[config.mk]
export PLATFORM = sky130hd
export DESIGN_NAME = sram_fifo_reader
export DESIGN_NICKNAME = d
export VERILOG_FILES = /design/src/rtl/sram_fifo_pkg.sv /design/src/rtl/sram_fifo_reader_buf.sv /design/src/rtl/sram_fifo_reader.sv
export SDC_FILE = /design/constraint.sdc
export NUM_CORES = 1
export LEC_CHECK = 0
export CAP_MARGIN = 20
export CORE_AREA = 2 2 143 145
export CTS_BUF_LIST = sky130_fd_sc_hd__clkbuf_16
export CTS_CLUSTER_DIAMETER = 100
export DETAILED_ROUTE_END_ITERATION = 10
export DIE_AREA = 0 0 145 147
export GPL_TIMING_DRIVEN = 0
export PLACE_DENSITY = 0.67
export SKIP_LAST_GASP = 1
export SLEW_MARGIN = 25
export SYNTH_ARGS = -nofsm -noshare
export SYNTH_HDL_FRONTEND = slang
export SYNTH_SLANG_ARGS = --single-unit
[constraint.sdc]
create_clock -name BUS_CLK -period 4.2 [get_ports BUS_CLK]
set_clock_uncertainty 0.15 [all_clocks]
set_input_delay 1.05 -clock BUS_CLK [delete_from_list [all_inputs] [get_ports BUS_CLK]]
set_output_delay 1.05 -clock BUS_CLK [all_outputs]
set_load 0.005 [all_outputs]
[src/rtl/sram_fifo_pkg.sv]
// Shared definitions for the SRAM FIFO reader: controller state encoding and
// the byte/word widths used to assemble 32-bit words from the 8-bit stream.
package sram_fifo_pkg;

  localparam int unsigned BYTE_W = 8;
  localparam int unsigned WORD_W = 32;
  localparam int unsigned LANES  = WORD_W / BYTE_W;

  typedef enum logic [1:0] {
    IDLE   = 2'd0,
    ACTIVE = 2'd1,
    DRAIN  = 2'd2
  } state_t;

endpackage

[src/rtl/sram_fifo_reader_buf.sv]
// Output word buffer: DEPTH x 32-bit synchronous FIFO.
// Ports:
//   clk, rst_n : clock, synchronous active-low reset (clears pointers/count)
//   push       : write wr_data at the tail this cycle
//   wr_data    : word to write
//   pop        : drop the head word this cycle (caller guarantees non-empty)
//   rd_data    : head word, forced to zero while empty
//   count      : number of words held (0..DEPTH)
module sram_fifo_reader_buf
  import sram_fifo_pkg::*;
#(
  parameter int unsigned DEPTH = 4
) (
  input  logic                     clk,
  input  logic                     rst_n,
  input  logic                     push,
  input  logic [WORD_W-1:0]        wr_data,
  input  logic                     pop,
  output logic [WORD_W-1:0]        rd_data,
  output logic [$clog2(DEPTH):0]   count
);

  localparam int unsigned AW = $clog2(DEPTH);

  logic [WORD_W-1:0] mem [DEPTH];
  logic [AW-1:0]     wr_ptr;
  logic [AW-1:0]     rd_ptr;

  // DEPTH is a power of two, so the pointers wrap naturally.
  always_ff @(posedge clk) begin
    if (!rst_n) begin
      wr_ptr <= '0;
      rd_ptr <= '0;
      count  <= '0;
    end else begin
      if (push) wr_ptr <= wr_ptr + 1'b1;
      if (pop)  rd_ptr <= rd_ptr + 1'b1;
      case ({push, pop})
        2'b10:   count <= count + 1'b1;
        2'b01:   count <= count - 1'b1;
        default: ;
      endcase
    end
  end

  always_ff @(posedge clk) begin
    if (push) mem[wr_ptr] <= wr_data;
  end

  assign rd_data = (count != '0) ? mem[rd_ptr] : '0;

endmodule

[src/rtl/sram_fifo_reader.sv]
// Reads bytes from an SRAM FIFO with a fixed read latency and assembles them
// little-endian into 32-bit words held in a small output buffer.
// Ports:
//   BUS_CLK, BUS_RST_N : clock, synchronous active-low reset
//   FIFO_NOT_EMPTY     : source holds at least one byte
//   USB_READ           : one-cycle byte read strobe to the source
//   USB_DATA           : byte returned READ_LATENCY cycles after the strobe
//   FIFO_READ_ERROR    : source read-while-empty indication (sets ERROR)
//   FLUSH              : stop reading, discard the partial word
//   DATA_OUT/VALID     : buffer head word / buffer non-empty
//   DATA_READY         : downstream accept; transfer on VALID & READY
//   BUSY               : reads in flight, partial word held, or draining
//   ERROR              : sticky read error
//   WORD_CNT           : words delivered since reset (wrapping)
module sram_fifo_reader
  import sram_fifo_pkg::*;
#(
  parameter int unsigned READ_LATENCY = 1,
  parameter int unsigned BUF_DEPTH    = 4
) (
  input  logic              BUS_CLK,
  input  logic              BUS_RST_N,
  input  logic              FIFO_NOT_EMPTY,
  output logic              USB_READ,
  input  logic [BYTE_W-1:0] USB_DATA,
  input  logic              FIFO_READ_ERROR,
  input  logic              FLUSH,
  output logic [WORD_W-1:0] DATA_OUT,
  output logic              DATA_VALID,
  input  logic              DATA_READY,
  output logic              BUSY,
  output logic              ERROR,
  output logic [15:0]       WORD_CNT
);

  localparam int unsigned CW          = $clog2(BUF_DEPTH) + 1;
  localparam logic [7:0]  TOTAL_BYTES = 8'(LANES * BUF_DEPTH);

  state_t                     state;
  logic [READ_LATENCY-1:0]    rd_pipe;
  logic [2:0]                 inflight;
  logic [1:0]                 byte_cnt;
  logic [WORD_W-BYTE_W-1:0]   partial;
  logic                       error_q;
  logic [15:0]                word_cnt_q;
  logic [CW-1:0]              buf_count;
  logic                       capture;
  logic                       push;
  logic                       pop;
  logic [7:0]                 used_bytes;
  logic [7:0]                 free_bytes;

  assign capture    = rd_pipe[READ_LATENCY-1];
  assign pop        = DATA_VALID && DATA_READY;
  assign used_bytes = 8'({buf_count, 2'b00}) + 8'(byte_cnt) + 8'(inflight);
  assign free_bytes = TOTAL_BYTES - used_bytes;

  // The strobe must track FIFO_NOT_EMPTY in the same cycle, so it is decoded
  // from registered state rather than registered itself. A FLUSH cycle issues
  // no strobe, and a word completing in that cycle is discarded with the rest.
  assign USB_READ = (state == ACTIVE) && FIFO_NOT_EMPTY && !FLUSH &&
                    (free_bytes != 8'd0);
  assign push     = capture && (byte_cnt == 2'd3) && (state == ACTIVE) && !FLUSH;

  always_ff @(posedge BUS_CLK) begin
    if (!BUS_RST_N) begin
      state      <= IDLE;
      rd_pipe    <= '0;
      inflight   <= '0;
      byte_cnt   <= '0;
      partial    <= '0;
      error_q    <= 1'b0;
      word_cnt_q <= '0;
    end else begin
      rd_pipe[0] <= USB_READ;
      for (int unsigned i = 1; i < READ_LATENCY; i++) rd_pipe[i] <= rd_pipe[i-1];

      case ({USB_READ, capture})
        2'b10:   inflight <= inflight + 3'd1;
        2'b01:   inflight <= inflight - 3'd1;
        default: ;
      endcase

      if (FIFO_READ_ERROR) error_q <= 1'b1;
      if (pop) word_cnt_q <= word_cnt_q + 16'd1;

      case (state)
        IDLE: state <= ACTIVE;
        ACTIVE: begin
          if (capture) begin
            case (byte_cnt)
              2'd0: partial[7:0]   <= USB_DATA;
              2'd1: partial[15:8]  <= USB_DATA;
              2'd2: partial[23:16] <= USB_DATA;
              default: partial     <= '0;
            endcase
            byte_cnt <= byte_cnt + 2'd1;
          end
          if (FLUSH) state <= DRAIN;
        end
        DRAIN: begin
          // Late bytes are consumed via inflight only; the partial word is
          // thrown away once nothing is outstanding.
          if (inflight == 3'd0) begin
            byte_cnt <= '0;
            partial  <= '0;
            state    <= ACTIVE;
          end
        end
        default: state <= IDLE;
      endcase
    end
  end

  sram_fifo_reader_buf #(
    .DEPTH (BUF_DEPTH)
  ) u_buf (
    .clk     (BUS_CLK),
    .rst_n   (BUS_RST_N),
    .push    (push),
    .wr_data ({USB_DATA, partial}),
    .pop     (pop),
    .rd_data (DATA_OUT),
    .count   (buf_count)
  );

  assign DATA_VALID = (buf_count != '0);
  assign BUSY       = (inflight != 3'd0) || (byte_cnt != 2'd0) || (state == DRAIN);
  assign ERROR      = error_q;
  assign WORD_CNT   = word_cnt_q;

endmodule
# After elaboration in Yosys (flattened, before gate mapping)
# Memories as Yosys holds them, arrays and structs flattened. A register that Yosys moved wholly into a read port is not among the register bits.
# Index checks and enable logic that the tools add are counted.
[totals] input_bits=14 n_memories=1 mem_bits_rw=128 regBits=56 word_cells=86
[classes] addsub=11 reduce_logical=28 n_eq_ne=15 n_mux=19
[memory_table] memory="u_buf.mem" words=4 word_bits=32 rd=1 rd_ports_with_merged_regs=1 wr=1 line="sram_fifo_reader_buf.sv:25" source="logic [WORD_W-1:0] mem [DEPTH];"
[op_table] cell="two-way mux 24 bit" count=2
[op_table] cell="case mux 24 bit (2 select lines)" count=1
[op_table] cell="case mux 8 bit (2 select lines)" count=3
[op_table] cell="two-way mux 32 bit" count=1
[op_table] cell="adder 16 x 1 -> 16 bit (second input constant)" count=1
[op_table] cell="two-way mux 2 bit" count=6
[op_table] cell="!= test 2 bit (second input constant)" count=6
[op_table] cell="case mux 3 bit (2 select lines)" count=2
[op_table] cell="AND reduction 4 bit" count=3
[op_table] cell="== test 2 bit (second input constant)" count=5
[op_table] cell="== test 2 x 1 -> 1 bit (second input constant)" count=4
[op_table] cell="nonzero test 2 bit" count=4
[op_table] cell="nonzero test 8 bit" count=1
[op_table] cell="subtractor 5 x 7 -> 8 bit (first input constant)" count=1
[op_table] cell="adder 6 x 3 -> 7 bit" count=1
[op_table] cell="logical AND 1 bit" count=7
[op_table] cell="adder 2 x 1 -> 2 bit (second input constant)" count=3
[op_table] cell="adder 3 x 1 -> 3 bit (second input constant)" count=2
[op_table] cell="adder 5 x 2 -> 6 bit" count=1
[op_table] cell="case mux 2 bit (3 select lines)" count=1
[op_table] cell="nonzero test 3 bit" count=2
[op_table] cell="OR reduction 2 bit" count=3
[op_table] cell="subtractor 3 x 1 -> 3 bit (second input constant)" count=2
[op_table] cell="logical NOT 2 bit" count=2
[op_table] cell="7 further kinds" count=9

# Logic depth before layout (Yosys ltp)
# Gate-level depths: netlist (run 1).
[depth] word_depth=7 mapped_depth=15 depth_no_buf=15

# Cells and area by module
# A second synthesis (run 1) with hierarchy kept.
[hier_totals] hier_cells=533 area_unflattened_um2=7742.4
[modules_own_cells] module="sram_fifo_reader_buf" cells_each=247 instances=1 area_each_um2=5280.1
[modules_own_cells] module="sram_fifo_reader" cells_each=286 instances=1 area_each_um2=2462.4

# Worst setup path before layout (run 1)
# Ideal clock, no wire load.
[synth_path] path_type="reg-to-reg" start="reg inflight[1]" end="reg inflight[2]" path_buffers=0 required_time_ns=3.980 setup_slack_ns=0.221 arrival_time_ns=3.759 path_stages_with_launch=15 cell_sequence="dfxtp_1 -> ha_1 -> ha_1 -> or2_2 -> fa_1 -> o21bai_1 -> a21bo_1 -> a2111oi_2 -> or4b_1 -> ha_1 -> inv_1 -> fa_1 -> xor2_1 -> or3_1 -> a21boi_1"
[synth_between] elab_chain_len=6
[synth_lines] element="from (decl)" line="sram_fifo_reader.sv:41" source="logic [2:0] inflight;"
[synth_lines] element="from (signal assigned)" line="sram_fifo_reader.sv:79" source="2'b10: inflight <= inflight + 3'd1;"
[synth_lines] element="from (signal assigned)" line="sram_fifo_reader.sv:80" source="2'b01: inflight <= inflight - 3'd1;"
[synth_lines] element="adder 6 x 3 -> 7 bit" line="sram_fifo_reader.sv:55" source="assign used_bytes = 8'({buf_count, 2'b00}) + 8'(byte_cnt) + 8'(inflight);"
[synth_lines] element="subtractor 5 x 7 -> 8 bit" line="sram_fifo_reader.sv:56" source="assign free_bytes = TOTAL_BYTES - used_bytes;"
[synth_lines] element="nonzero test 8 bit" line="sram_fifo_reader.sv:62" source="(free_bytes != 8'd0);"
[synth_lines] element="logical AND 1 bit" line="sram_fifo_reader.sv:61" source="assign USB_READ = (state == ACTIVE) && FIFO_NOT_EMPTY && !FLUSH &&"
[synth_lines] element="== test 2 x 1 -> 1 bit or == test 2 bit (tied branches)" line="sram_fifo_reader.sv:78" source="case ({USB_READ, capture})"
[synth_lines] element="case mux 3 bit (2 select lines) or nonzero test 2 bit (tied branches)"
# Parallel ways exist; a longest one is shown, timed or not.
# A chain may end at the register's enable or synchronous reset.

# Final worst setup path (run 1)
[layout_path] start="reg byte_cnt[1]" end="out USB_READ"
[layout_between] elab_chain_len=5
[layout_lines] element="from (decl)" line="sram_fifo_reader.sv:42" source="logic [1:0] byte_cnt;"
[layout_lines] element="from (signal assigned)" line="sram_fifo_reader.sv:97" source="byte_cnt <= byte_cnt + 2'd1;"
[layout_lines] element="adder 5 x 2 -> 6 bit" line="sram_fifo_reader.sv:55"
[layout_lines] element="adder 6 x 3 -> 7 bit" line="sram_fifo_reader.sv:55"
[layout_lines] element="subtractor 5 x 7 -> 8 bit" line="sram_fifo_reader.sv:56"
[layout_lines] element="nonzero test 8 bit" line="sram_fifo_reader.sv:62"
[layout_lines] element="logical AND 1 bit" line="sram_fifo_reader.sv:61"
[layout_lines] element="to (decl)" line="sram_fifo_reader.sv:24" source="output logic USB_READ,"
# Every way passes these cells.

==> results of run 1 <==
layer usage:
layer / GRT usage (%) / share of wire, % / wire length (um) / up-vias
li1: - / - / - / 2095
met1: 19.0 / 42 / 6580 / 2221
met2: 27.6 / 52 / 8260 / 113
met3: 4.32 / 4.7 / 748 / 20
met4: 5.25 / 1.5 / 232 / 0
met5: 0 / 0 / 0 / -
per-stage QoR:
step	hold WS, ps	setup slack (ps)	util, %	instance area [sq um]
detailed placement	307	-233	44.9	8910
floorplan	308	221	-	7830
global placement	305	-148	44.4	8820
global route	325	-53.3	48.5	9620
finish	319	60.9	48.5	9620
CTS	317	26.6	48.3	9580
cells in the mapped netlist, types with 3 or more instances:
cell        n  area [sq um]
nand4_1     3          18.8
nand3_1     9          45.0
ha_1       20           250
nand2_1    54           203
buf_2       6          30.0
mux4_2     32           721
fa_1        3          60.1
nand2b_1    5          31.3
nor3_1      3          15.0
o31ai_4     3          63.8
o21ai_0     7          35.0
clkbuf_1   11          41.3
inv_1      20          75.1
dfxtp_1    58          1160
buf_1       3          11.3
or3_1       7          43.8
a21boi_1   15           113
o21a_1      3          22.5
and3_1      6          37.5
xnor2_1    12           105
mux2i_1    22           220
xor2_1      3          26.3
nor2_1      3          11.3
nand4b_1    9          78.8
and2_1     52           325
edfxtp_1  128          3840
cell usage in the layout (no fill, tap or decap), types with 9 or more instances in the layout:
| cell type | count |
|---|---|
| edfxtp_1 | 128 |
| clkdlybuf4s50_1 | 64 |
| dfxtp_1 | 54 |
| nand2_1 | 54 |
| and2_1 | 48 |
| mux4_2 | 32 |
| mux2i_1 | 22 |
| inv_1 | 20 |
| clkbuf_16 | 19 |
| ha_1 | 17 |
| a21boi_1 | 15 |
| xnor2_1 | 12 |
| clkbuf_1 | 11 |
| nand4b_1 | 9 |
| nand3_1 | 9 |
critical path, delay by kind of cell (launching register included):
family | cells | cell delay (ps)
compound gates | 3 | 790
fa+ha+maj | 3 | 840
buf+inv | 1 | 140
flops | 1 | 370
simple gates | 2 | 360
sequential cells by signal (all words and copies together) (netlist names), named ones only:
register	count
u_buf.mem	128
u_buf.count	3
partial	24
state	2
ERROR	1
inflight	3
capture	1
WORD_CNT	16
u_buf.wr_ptr	2
u_buf.rd_ptr	2
byte_cnt	2
what timing repair did:
action,4_1_cts,5_1_grt
hold endpoints to repair,0,0
endpoints found under the setup margin,2,1
pin swaps,5,7
buffers inserted,2,1
gates resized for setup,12,7
area by class of cell:
type	count	area (sq um)	area share (%)
buffer	22	101	1.05
clock buffer	19	475	4.94
clock inverter	13	146	1.52
inverter	21	78.8	0.819
multi-input combinational	291	2710	28.2
sequential	186	5010	52.1
tap	270	338	3.51
timing repair buffer	72	756	7.85
worst max-delay path by stage:
stage | to | slack [ps]
3_5_place_dp | USB_READ | -230
6_report | USB_READ | 60
4_1_cts | USB_READ | 30
2_1_floorplan | inflight[2] | 220
3_3_place_gp | USB_READ | -150
5_1_grt | USB_READ | -50
cells by family (layout without fill, tap and decap cells):
kind of cell             count (synthesis)  count (layout)  share of synthesized area, %
multiplexers                            54              54                          12.0
flip-flops                             186             186                          63.9
AO/OA/AOI/OAI                           35              35                          3.83
buffers and inverters                   43             147                          2.30
XOR/XNOR                                15              15                          1.68
AND/OR/NAND/NOR                        164             164                          12.3
adder cells (fa/ha/maj)                 23              23                          3.96
power groups by stage:
stage	clock (mW)	sequential (mW)	combinational (mW)
finish	1.63	1.96	0.122
CTS	1.66	1.96	0.120
detailed placement	0	2.00	0.109
global route	1.73	1.96	0.133
global placement	0	2.00	0.104
floorplan	0	2.00	0.0594
==> metrics.csv, run 1 <==
metric;value;unit
outcome;completed;
synth_area_per_cell;15.1;sq um
p_int;2.92;mW
syn_nets;557;
netlist_area;7830;sq um
hp-class;reg2reg;
via_per_inst;4.98;
boundaryPins;66;
grt_pass1_vias;4707;
async_flop_share;0;%
num-fill-cells;1703;
wl_per_cell;17.7;um
cp_common_cell;ha_4;
ant_nets;0;
port_buffers;65;
synth_flop_cell;edfxtp_1;
insertedDiodeCount;0;
critPathSlowestCell;fa_2;
die_x;145;um
path_cells;ha_4 > ha_4 > or2_4 > fa_2 > o21bai_4 > a21bo_1 > a2111oi_4 > nor4b_2 > buf_2;
critPathRequiredTime;3000;ps
ff2ff_setup_slack;220;ps
power_frac_clock;43.9;%
clock_latency;430;ps
r2r-start;byte_cnt[1];
cts_tree;yes;
numCtsBuffers;17;
synth_seq_area_share;63.9;%
track_usage;15.8;%
first_pass_iters;4;
holdPathStages;1;
slew_violations;0;
setup.worst_path.start;byte_cnt[1];
slew_headroom;49.5;%
ys_types;49;
num_rows;52;
area_growth;22.9;%
die_y;147;um
vdd.ir_drop.worst;0.325;mV
placedCellCount;859;
dp_hpwl;10700;um
swShare;21.3;%
holdBufCountCts;0;
htree_levels;4;
min_period;4140;ps
initial_core_util;39.5;%
critical_path.endpoint_type;output pin;
wl;15800;um
fin_nets;648;
power_frac_seq;52.8;%
p_leak;3.20;nW
synthCells;520;
drcViolationCount;0;
combinationalPowerShare;3.3;%
grt_overflow;0;
setup_viol;0;
fmax;242;MHz
rsz0062_at_grt;true;
reg2reg_depth;15;
synth_enable_flop_cells;128;
grt_max_degree;22;
start_kind;register;
hold_end;ERROR;
ys_ff_latch;186;
hold_viol_final;0;
root_buffer;clkbuf_16;
cp_data_arrival_time;2940;ps
fin_setup_tns;0;ps
core_area;19800;sq um
finalPower;3.71;mW
max_cap_violations;0;
crit_fanout;5;
rr_endpoint;inflight[2];
layout.cells.non_filler;894;
clockBufferDepth;2;
grt_pass1_wl;25400;um
finalCritPeriodShare;98.5;%
drive_above_1_share;17.1;%
max_slew.worst_pin.slew;757;ps
dieArea;21300;sq um
drt-initial-drc-count;237;
gp_congestion;0.768;
hold_path.startpoint;ERROR;
yosys_warnings;0;
antenna_found_initial;0;
vias;4449;
cellPowerDensity;385;nW/um^2
p_sw;0.789;mW
clock_sinks;186;
max_stage_delay;390;ps
criticalPathCategory;reg2out;
clk_pin_slew;60;ps
No activity file was read; power rests on OpenSTA's default activity.
==> inputs of run 2 (changes only) <==
- HOLD_SLACK_MARGIN: unset -> 0.05
- SKIP_CTS_REPAIR_TIMING: unset -> 1
==> run 2 against run 1 <==
  * Die area is the same
  * Critical path depth is the same
  * Via count grew 0.54%
  * Global-route usage shrank 0.055 points
  * Core utilization shrank 0.20 points
  * Critical endpoint unchanged
==> metrics.csv, run 2 (same netlist as run 1, synthesis figures left out) <==
metric;value;unit;change
hp-class;reg2reg;;
setup_viol;0;;unchanged
core_area;19800;sq um;unchanged
crit_fanout;5;;unchanged
finalPower;3.70;mW;-0.21%
boundaryPins;66;;unchanged
numCtsBuffers;17;;unchanged
grt_max_degree;22;;unchanged
dp_hpwl;10700;um;unchanged
cellPowerDensity;386;nW/um^2;+0.20%
final_common_cell;edfxtp_1;;
hold_viol_final;0;;unchanged
grt_pass1_vias;4690;;-0.36%
die_x;145;um;unchanged
start_kind;register;;
p_leak;3.19;nW;-0.19%
die_y;147;um;unchanged
final_cell_mix;edfxtp_1 (128), clkdlybuf4s50_1 (64), dfxtp_1 (55), nand2_1 (54), and2_1 (48);;
vias;4473;;+0.54%
registers.top_by_ff_count;u_buf.mem;;
drt-initial-drc-count;230;;-3.0%
gp_congestion;0.768;;unchanged
gr-usage-met2;27.4;%;-0.19 points
max_cap_violations;0;;unchanged
max_slew.worst_pin.slew;756;ps;-1.31 ps
vdd.ir_drop.worst;0.326;mV;+0.32%
top_usage_layer;met2;;
max_stage_delay;370;ps;-20 ps
clock_sinks;186;;unchanged
drcViolationCount;0;;unchanged
finalCritPeriodShare;97.9;%;-0.64 points
cts_tree;yes;;
drive_above_1_share;16.4;%;-0.75 points
largest_reg_flops;128;;unchanged
cp_data_arrival_time;2910;ps;-30 ps
dieArea;21300;sq um;unchanged
placedCellCount;859;;unchanged
slew_violations;0;;unchanged
critPathSlowestCell;dfxtp_4;;
slew_headroom;49.6;%;+0.088 points
grt_overflow;0;;unchanged
clock_latency;430;ps;about the same
hold_ws;319;ps;-0.191 ps
layout.cells.non_filler;892;;-0.22%
min_period;4110;ps;-26.8 ps
multi_input_area;2690;sq um;-0.83%
clk_pin_slew;60;ps;about the same
antenna_found_initial;0;;unchanged
root_buffer;clkbuf_16;;
clockBufferDepth;2;;unchanged
wl;15800;um;-0.19%
num-fill-cells;1699;;-0.23%
fin_setup_tns;0;ps;unchanged
met3_usage;4.32;%;unchanged
critPathRequiredTime;3000;ps;about the same
insertedDiodeCount;0;;unchanged
fin_nets;646;;-0.31%
port_buffers;65;;unchanged
critical_path.endpoint_type;output pin;;
path_cells;ha_4 > ha_1 > or2_4 > fa_2 > o21bai_2 > a21bo_1 > a2111oi_4 > nor4b_2 > clkbuf_2;;
outcome;completed;;
initial_core_util;39.5;%;unchanged
num_rows;52;;unchanged
rsz0062_at_grt;false;;
timing.final.ws_setup;87.7;ps;+26.8 ps
use_met1;19.0;%;about the same
criticalPathCategory;reg2out;;
ant_nets;0;;unchanged
first_pass_iters;4;;unchanged
grt_pass1_wl;25300;um;-0.24%
ff_latch_area;5010;sq um;about the same
track_usage;15.7;%;-0.055 points
wl_per_cell;17.7;um;about the same
via_per_inst;5.01;;+0.76%
htree_levels;4;;unchanged
area_growth;22.4;%;
dp_slack;-233;ps;unchanged
fmax;243;MHz;+0.65%
run 2: worst max-delay path: cells and delay by family (launching register included):
kind / cells / cell delay, ps
AND/OR/NAND/NOR: 2 / 350
buffers and inverters: 1 / 120
flip-flops: 1 / 370
AO/OA/AOI/OAI: 3 / 780
adder cells (fa/ha/maj): 3 / 880
run 2: per-stage QoR:
stage          area, sq um  utilization, %
5_1_grt               9580            48.3
4_1_cts               9530            48.0
6_report              9580            48.3
3_5_place_dp          8910            44.9
2_1_floorplan         7830               -
3_3_place_gp          8820            44.4
run 2: area by class of cell:
class | count | area share, %
Timing Repair Buffer | 70 | 7.73
Sequential cell | 186 | 52.3
Buffer | 22 | 1.06
Multi-Input combinational cell | 291 | 28.1
Clock buffer | 19 | 4.96
Tap cell | 270 | 3.52
Inverter | 21 | 0.822
Clock inverter | 13 | 1.53
run 2: final timing paths:
kind                from           to  slack [ps]  cells after the start
max          inflight[1]     USB_READ          90                      9
min                ERROR        ERROR         320                      1
max reg2reg  inflight[1]  inflight[2]         320                     14
min reg2reg        ERROR        ERROR         320                      1
run 2: power breakdown:
| group | switching, mW | internal, mW | total (mW) | leakage (nW) |
|---|---|---|---|---|
| Clock | 0.713 | 0.912 | 1.62 | 0.304 |
| Sequential | 0.00939 | 1.95 | 1.96 | 1.65 |
| Combinational | 0.0634 | 0.0543 | 0.118 | 1.24 |
run 2: per-layer routing:
metal / vias to the layer above / routed length (um)
met5: - / 0
met4: 0 / 296
met3: 30 / 656
met2: 106 / 8180
met1: 2244 / 6660
li1: 2093 / -
